[src/rtl/req_shaper.sv]
// Two-client request shaper: per-client pending counters, overflow and late-ack tracking.
// Optional per-client starvation watchdog enabled by defining REQ_SHAPER_WATCHDOG_EN.
module req_shaper #(
   parameter int unsigned DEPTH    = 7,
   parameter int unsigned WD_LIMIT = 15
) (
   input  logic       clock,
   input  logic       reset_n,
   input  logic       push0,
   input  logic       push1,
   input  logic       ack0,
   input  logic       ack1,
   input  logic       clear,
   output logic       ir0,
   output logic       ir1,
   output logic       full0,
   output logic       full1,
   output logic       ovf0,
   output logic       ovf1,
   output logic [3:0] late_cnt,
   output logic       starve0,
   output logic       starve1
);

   localparam int unsigned CW = $clog2(DEPTH + 1);
   localparam int unsigned NC = 2;

   if (DEPTH < 1 || DEPTH > 15) begin : g_bad_depth
      $error("req_shaper: DEPTH must be in 1..15");
   end
   if (WD_LIMIT < 1 || WD_LIMIT > 255) begin : g_bad_wd_limit
      $error("req_shaper: WD_LIMIT must be in 1..255");
   end

   logic [NC-1:0] push;
   logic [NC-1:0] ack;
   logic [NC-1:0] ir;
   logic [CW-1:0] pend_q [NC];
   logic [CW-1:0] pend_d [NC];
   logic [NC-1:0] ovf_q, ovf_d;
   logic [NC-1:0] drop, late;
   logic [3:0]    late_cnt_q, late_cnt_d;
   logic [4:0]    late_sum;

   assign push = {push1, push0};
   assign ack  = {ack1, ack0};

   // Pending counter update; a push+ack pair on an empty client counts as a late ack.
   always_comb begin
      drop = '0;
      late = '0;
      for (int i = 0; i < NC; i++) begin
         pend_d[i] = pend_q[i];
         ir[i]     = (pend_q[i] != '0);
         if (pend_q[i] == '0) begin
            late[i] = ack[i];
            if (push[i]) pend_d[i] = CW'(1);
         end else if (push[i] && !ack[i]) begin
            if (pend_q[i] == CW'(DEPTH)) drop[i] = 1'b1;
            else                         pend_d[i] = pend_q[i] + CW'(1);
         end else if (!push[i] && ack[i]) begin
            pend_d[i] = pend_q[i] - CW'(1);
         end
      end
      ovf_d      = (ovf_q & {NC{~clear}}) | drop;
      late_sum   = 5'(clear ? 4'd0 : late_cnt_q) + 5'(late[0]) + 5'(late[1]);
      late_cnt_d = (late_sum > 5'd15) ? 4'd15 : late_sum[3:0];
   end

   always_ff @(posedge clock or negedge reset_n) begin
      if (!reset_n) begin
         for (int i = 0; i < NC; i++) pend_q[i] <= '0;
         ovf_q      <= '0;
         late_cnt_q <= '0;
      end else begin
         for (int i = 0; i < NC; i++) pend_q[i] <= pend_d[i];
         ovf_q      <= ovf_d;
         late_cnt_q <= late_cnt_d;
      end
   end

`ifdef REQ_SHAPER_WATCHDOG_EN
   logic [7:0]    wait_q [NC];
   logic [7:0]    wait_d [NC];
   logic [NC-1:0] starve_q, starve_d;

   // Wait counter runs while a request is outstanding and unacknowledged.
   always_comb begin
      starve_d = starve_q & {NC{~clear}};
      for (int i = 0; i < NC; i++) begin
         wait_d[i] = wait_q[i];
         if (ack[i] || !ir[i]) begin
            wait_d[i] = '0;
         end else begin
            if (wait_q[i] != 8'hFF) wait_d[i] = wait_q[i] + 8'd1;
            if (wait_q[i] == 8'(WD_LIMIT - 1)) starve_d[i] = 1'b1;
         end
      end
   end

   always_ff @(posedge clock or negedge reset_n) begin
      if (!reset_n) begin
         for (int i = 0; i < NC; i++) wait_q[i] <= '0;
         starve_q <= '0;
      end else begin
         for (int i = 0; i < NC; i++) wait_q[i] <= wait_d[i];
         starve_q <= starve_d;
      end
   end

   assign starve0 = starve_q[0];
   assign starve1 = starve_q[1];
`else
   assign starve0 = 1'b0;
   assign starve1 = 1'b0;
`endif

   assign ir0      = ir[0];
   assign ir1      = ir[1];
   assign full0    = (pend_q[0] == CW'(DEPTH));
   assign full1    = (pend_q[1] == CW'(DEPTH));
   assign ovf0     = ovf_q[0];
   assign ovf1     = ovf_q[1];
   assign late_cnt = late_cnt_q;

endmodule

[config.mk]
export PLATFORM = sky130hd
export DESIGN_NAME = req_shaper
export DESIGN_NICKNAME = d
export VERILOG_FILES = /design/src/rtl/req_shaper.sv
export SDC_FILE = /design/constraint.sdc
export NUM_CORES = 1
export LEC_CHECK = 0
export ABC_AREA = 1
export CORE_MARGIN = 10
export CORE_UTILIZATION = 35
export DETAILED_ROUTE_END_ITERATION = 12
export PLACE_DENSITY = 0.7
export SLEW_MARGIN = 0
export SYNTH_ARGS = -nofsm -noshare
export SYNTH_HDL_FRONTEND = slang
export SYNTH_SLANG_ARGS = --single-unit
export TNS_END_PERCENT = 50
[constraint.sdc]
create_clock -name clock -period 1.9 [get_ports clock]
set_input_delay 0.285 -clock clock [delete_from_list [all_inputs] [get_ports clock]]
set_output_delay 0.285 -clock clock [all_outputs]
set_load 0.005 [all_outputs]
==> impl_metrics.env, run 1 <==
export IMPL_timing_critical_path_cells="inv_1, nand2_2, buf_4, clkdlybuf4s50_1"
export IMPL_yosysWarningCount=0
export IMPL_grt_start_max_net_pins=13
export IMPL_fillerInstances=200
export IMPL_report_final_setup_viol=0
export IMPL_total_power_mw=1.52
export IMPL_drt_wl_total_mm=2.05
export IMPL_detailedPlacementHpwl_mm=1.72
export IMPL_critical_path_peak_fanout=4
export IMPL_post_cts_hold_buffer_count=0
export IMPL_clock_sink_count=12
export IMPL_worstSetupEndpointType="primary output"
export IMPL_grt_pass1_wl_mm=3.62
export IMPL_multiInputGateArea_um2=479
export IMPL_grt_pass1_vias=841
export IMPL_hold_class="primary input to asynchronous set/reset pin"
export IMPL_clock_fmax_mhz=564
export IMPL_worstSetupStartpointType="register"
export IMPL_n_antenna_cell=0
export IMPL_design_die_area_um2=4860
export IMPL_drv_max_cap_violation_count=0
export IMPL_die_height_um=69.7
export IMPL_io_pin_count=19
export IMPL_ant_nets=0
export IMPL_timing_critical_path_required_ns=1.62
export IMPL_fin_crit_sh=0.933
export IMPL_worstSkewPairLatency_ns=0.29
export IMPL_finalHoldViolations=0
export IMPL_drive_gt1_frac=0.313
export IMPL_min_period_ns=1.77
export IMPL_finalHoldWorstSlack_ns=0.343
export IMPL_final_nets=159
export IMPL_ys_seq_elements=12
export IMPL_slew_headroom=0.638
export IMPL_start_util=0.380
export IMPL_htreeDepth=1
export IMPL_critPathBufInv=3
export IMPL_synth_yosys_seq_area_share=0.347
export IMPL_io_buffers=16
export IMPL_grt_antenna_before_repair=0
export IMPL_status="finished clean"
export IMPL_grt_util_all_layers=0.0870
export IMPL_setup_tns_ns=0
export IMPL_crit_path_top_delay_cell="sky130_fd_sc_hd__clkdlybuf4s50_1"
export IMPL_dpl_instance_area_um2=1120
export IMPL_syn_area_cell_um2=7.39
export IMPL_path_delay_family="buffers and inverters"
export IMPL_timing_clock_skew_ns=0.00719
export IMPL_post_drt_wl_per_cell_um=11.7
export IMPL_rd_place_congestion=0.780
export IMPL_floorplan_core_area_um2=2280
export IMPL_peakVddDrop_mv=0.558
export IMPL_leakage_nw=0.645
export IMPL_gr_total_overflow=0
export IMPL_postSynthCellCount=117
export IMPL_worst_slew_pin_slew_ns=0.541
export IMPL_timing_setup_critical_path_class="register to primary output"
export IMPL_drt_pass1_iter_count=4
export IMPL_clkTransAtPathRegs_ns=0.08
export IMPL_routed_via_density=4.67
export IMPL_synthesized_area_um2=865
export IMPL_floorplan_die_width_um=69.7
export IMPL_via_count=817
export IMPL_regArea_um2=300
export IMPL_yosys_cell_types_count=20
export IMPL_unrepaired_setup_endpoints_after_global_routing="false"
export IMPL_cts_buffers_inserted=3
export IMPL_final_area_um2=1180
export IMPL_power_per_cell_area_nw_per_um2=1290
export IMPL_cts_root_buf="sky130_fd_sc_hd__clkbuf_4"
export IMPL_cp_arrival_ns=1.49
export IMPL_drv_slew=0
export IMPL_count_of_standard_cell_rows=17
export IMPL_critical_path_max_stage_delay_ns=0.50
export IMPL_synthToLayoutAreaGrowth_pct=36.5
export IMPL_drcViolationCount=0
export IMPL_layout_core_utilization=0.518
export IMPL_cts_root_to_sink_buffers=2
export IMPL_clock_tree_from_tritoncts="done"
export IMPL_drt_iter0_drc=18
export IMPL_worst_reg_to_reg_setup_slack_ns=0.15
-- worst paths after layout --
path                            from          end  cells after the start
hold / removal               reset_n  late_cnt[2]                      1
setup reg to reg           pend_q[3]  late_cnt[2]                     10
min in group clock          ovf_q[1]     ovf_q[1]                      2
setup / recovery           pend_q[2]          ir1                      4
hold reg to reg             ovf_q[1]     ovf_q[1]                      2
max in group asynchronous    reset_n    pend_q[2]                      1
-- power breakdown --
group	switching, mW	internal (mW)	total, mW
registers	0.0837	0.344	0.427
clock network	0.0942	0.117	0.211
logic	0.478	0.401	0.879
total	0.656	0.861	1.52
-- through the flow --
| step | setup WS (ns) | std cells |
|---|---|---|
| 2_1_floorplan | 0.134 | 118 |
| 3_3_place_gp | -0.0212 | 169 |
| 3_5_place_dp | -0.110 | 169 |
| 4_1_cts | 0.0357 | 173 |
| 5_1_grt | 0.0142 | 175 |
| 6_report | 0.128 | 175 |
-- cells by family after synthesis --
| logic type | after synthesis | share of synthesized area |
|---|---|---|
| AO/OA/AOI/OAI | 3 | 0.0174 |
| XOR/XNOR | 1 | 0.0101 |
| adder cells (fa/ha/maj) | 4 | 0.0839 |
| buffers and inverters | 25 | 0.117 |
| flip-flops | 12 | 0.347 |
| other | 1 | 0.00434 |
| AND/OR/NAND/NOR | 71 | 0.420 |
-- layout by cell type (no fill, tap or decap), drive strengths merged --
master          n
nand2          48
inv            23
clkdlybuf4s50  16
nor2           13
dfrtp          12
buf            11
nand3           7
clkbuf          4
fa              3
nand4           2
a21oi           2
conb            2
and3            1
o21ai           1
xnor2           1
ha              1
-- layout make-up --
class | instances | share of cell area
inverters | 23 | 0.0732
clock buffers | 4 | 0.0308
multi-input cells | 81 | 0.406
flip-flops and latches | 12 | 0.255
repair buffers | 27 | 0.206
well taps | 28 | 0.0297
-- timing repair --
| action | 4_1_cts | 5_1_grt |
|---|---|---|
| buffers inserted | 0 | 2 |
| endpoints found under the hold margin | 0 | 0 |
| endpoints found under the setup margin | 0 | 4 |
| gates resized for setup | 0 | 7 |
-- synth_stat cells, drive strengths merged --
master	count	area (µm²)
nand4	2	12.5
fa	3	60.1
nor2	13	83.8
o21ai	1	5.00
buf	2	15.0
inv	23	86.3
ha	1	12.5
and3	1	6.26
xnor2	1	8.76
a21oi	2	10.0
dfrtp	12	300
nand3	7	55.1
conb	1	3.75
nand2	48	205
-- flip-flops by register name, summed over array words and instances, names as in the netlist --
name      flops
ovf_q         2
pend_q        6
late_cnt      4
-- metal layers --
| layer | vias to the layer above | routed length, µm | share of wire | track usage |
|---|---|---|---|---|
| met5 | - | 0 | 0 | 0 |
| met4 | 0 | 68 | 0.033 | 0.0457 |
| met3 | 9 | 153 | 0.075 | 0.0456 |
| met2 | 22 | 1070 | 0.52 | 0.151 |
| met1 | 384 | 760 | 0.37 | 0.0807 |
| li1 | 402 | - | - | - |
Power figures use the tool's default switching activity.
==> run 2: changes to the inputs <==
SKIP_LAST_GASP = 1   (was default)
==> results of run 2 <==
The final DEF is identical to that of run 1; final timing and power are the same.
==> run 3: changes to the inputs <==
CAP_MARGIN = 20   (was default)
==> results of run 3 <==
The final DEF is identical to that of run 1; final timing and power are the same.
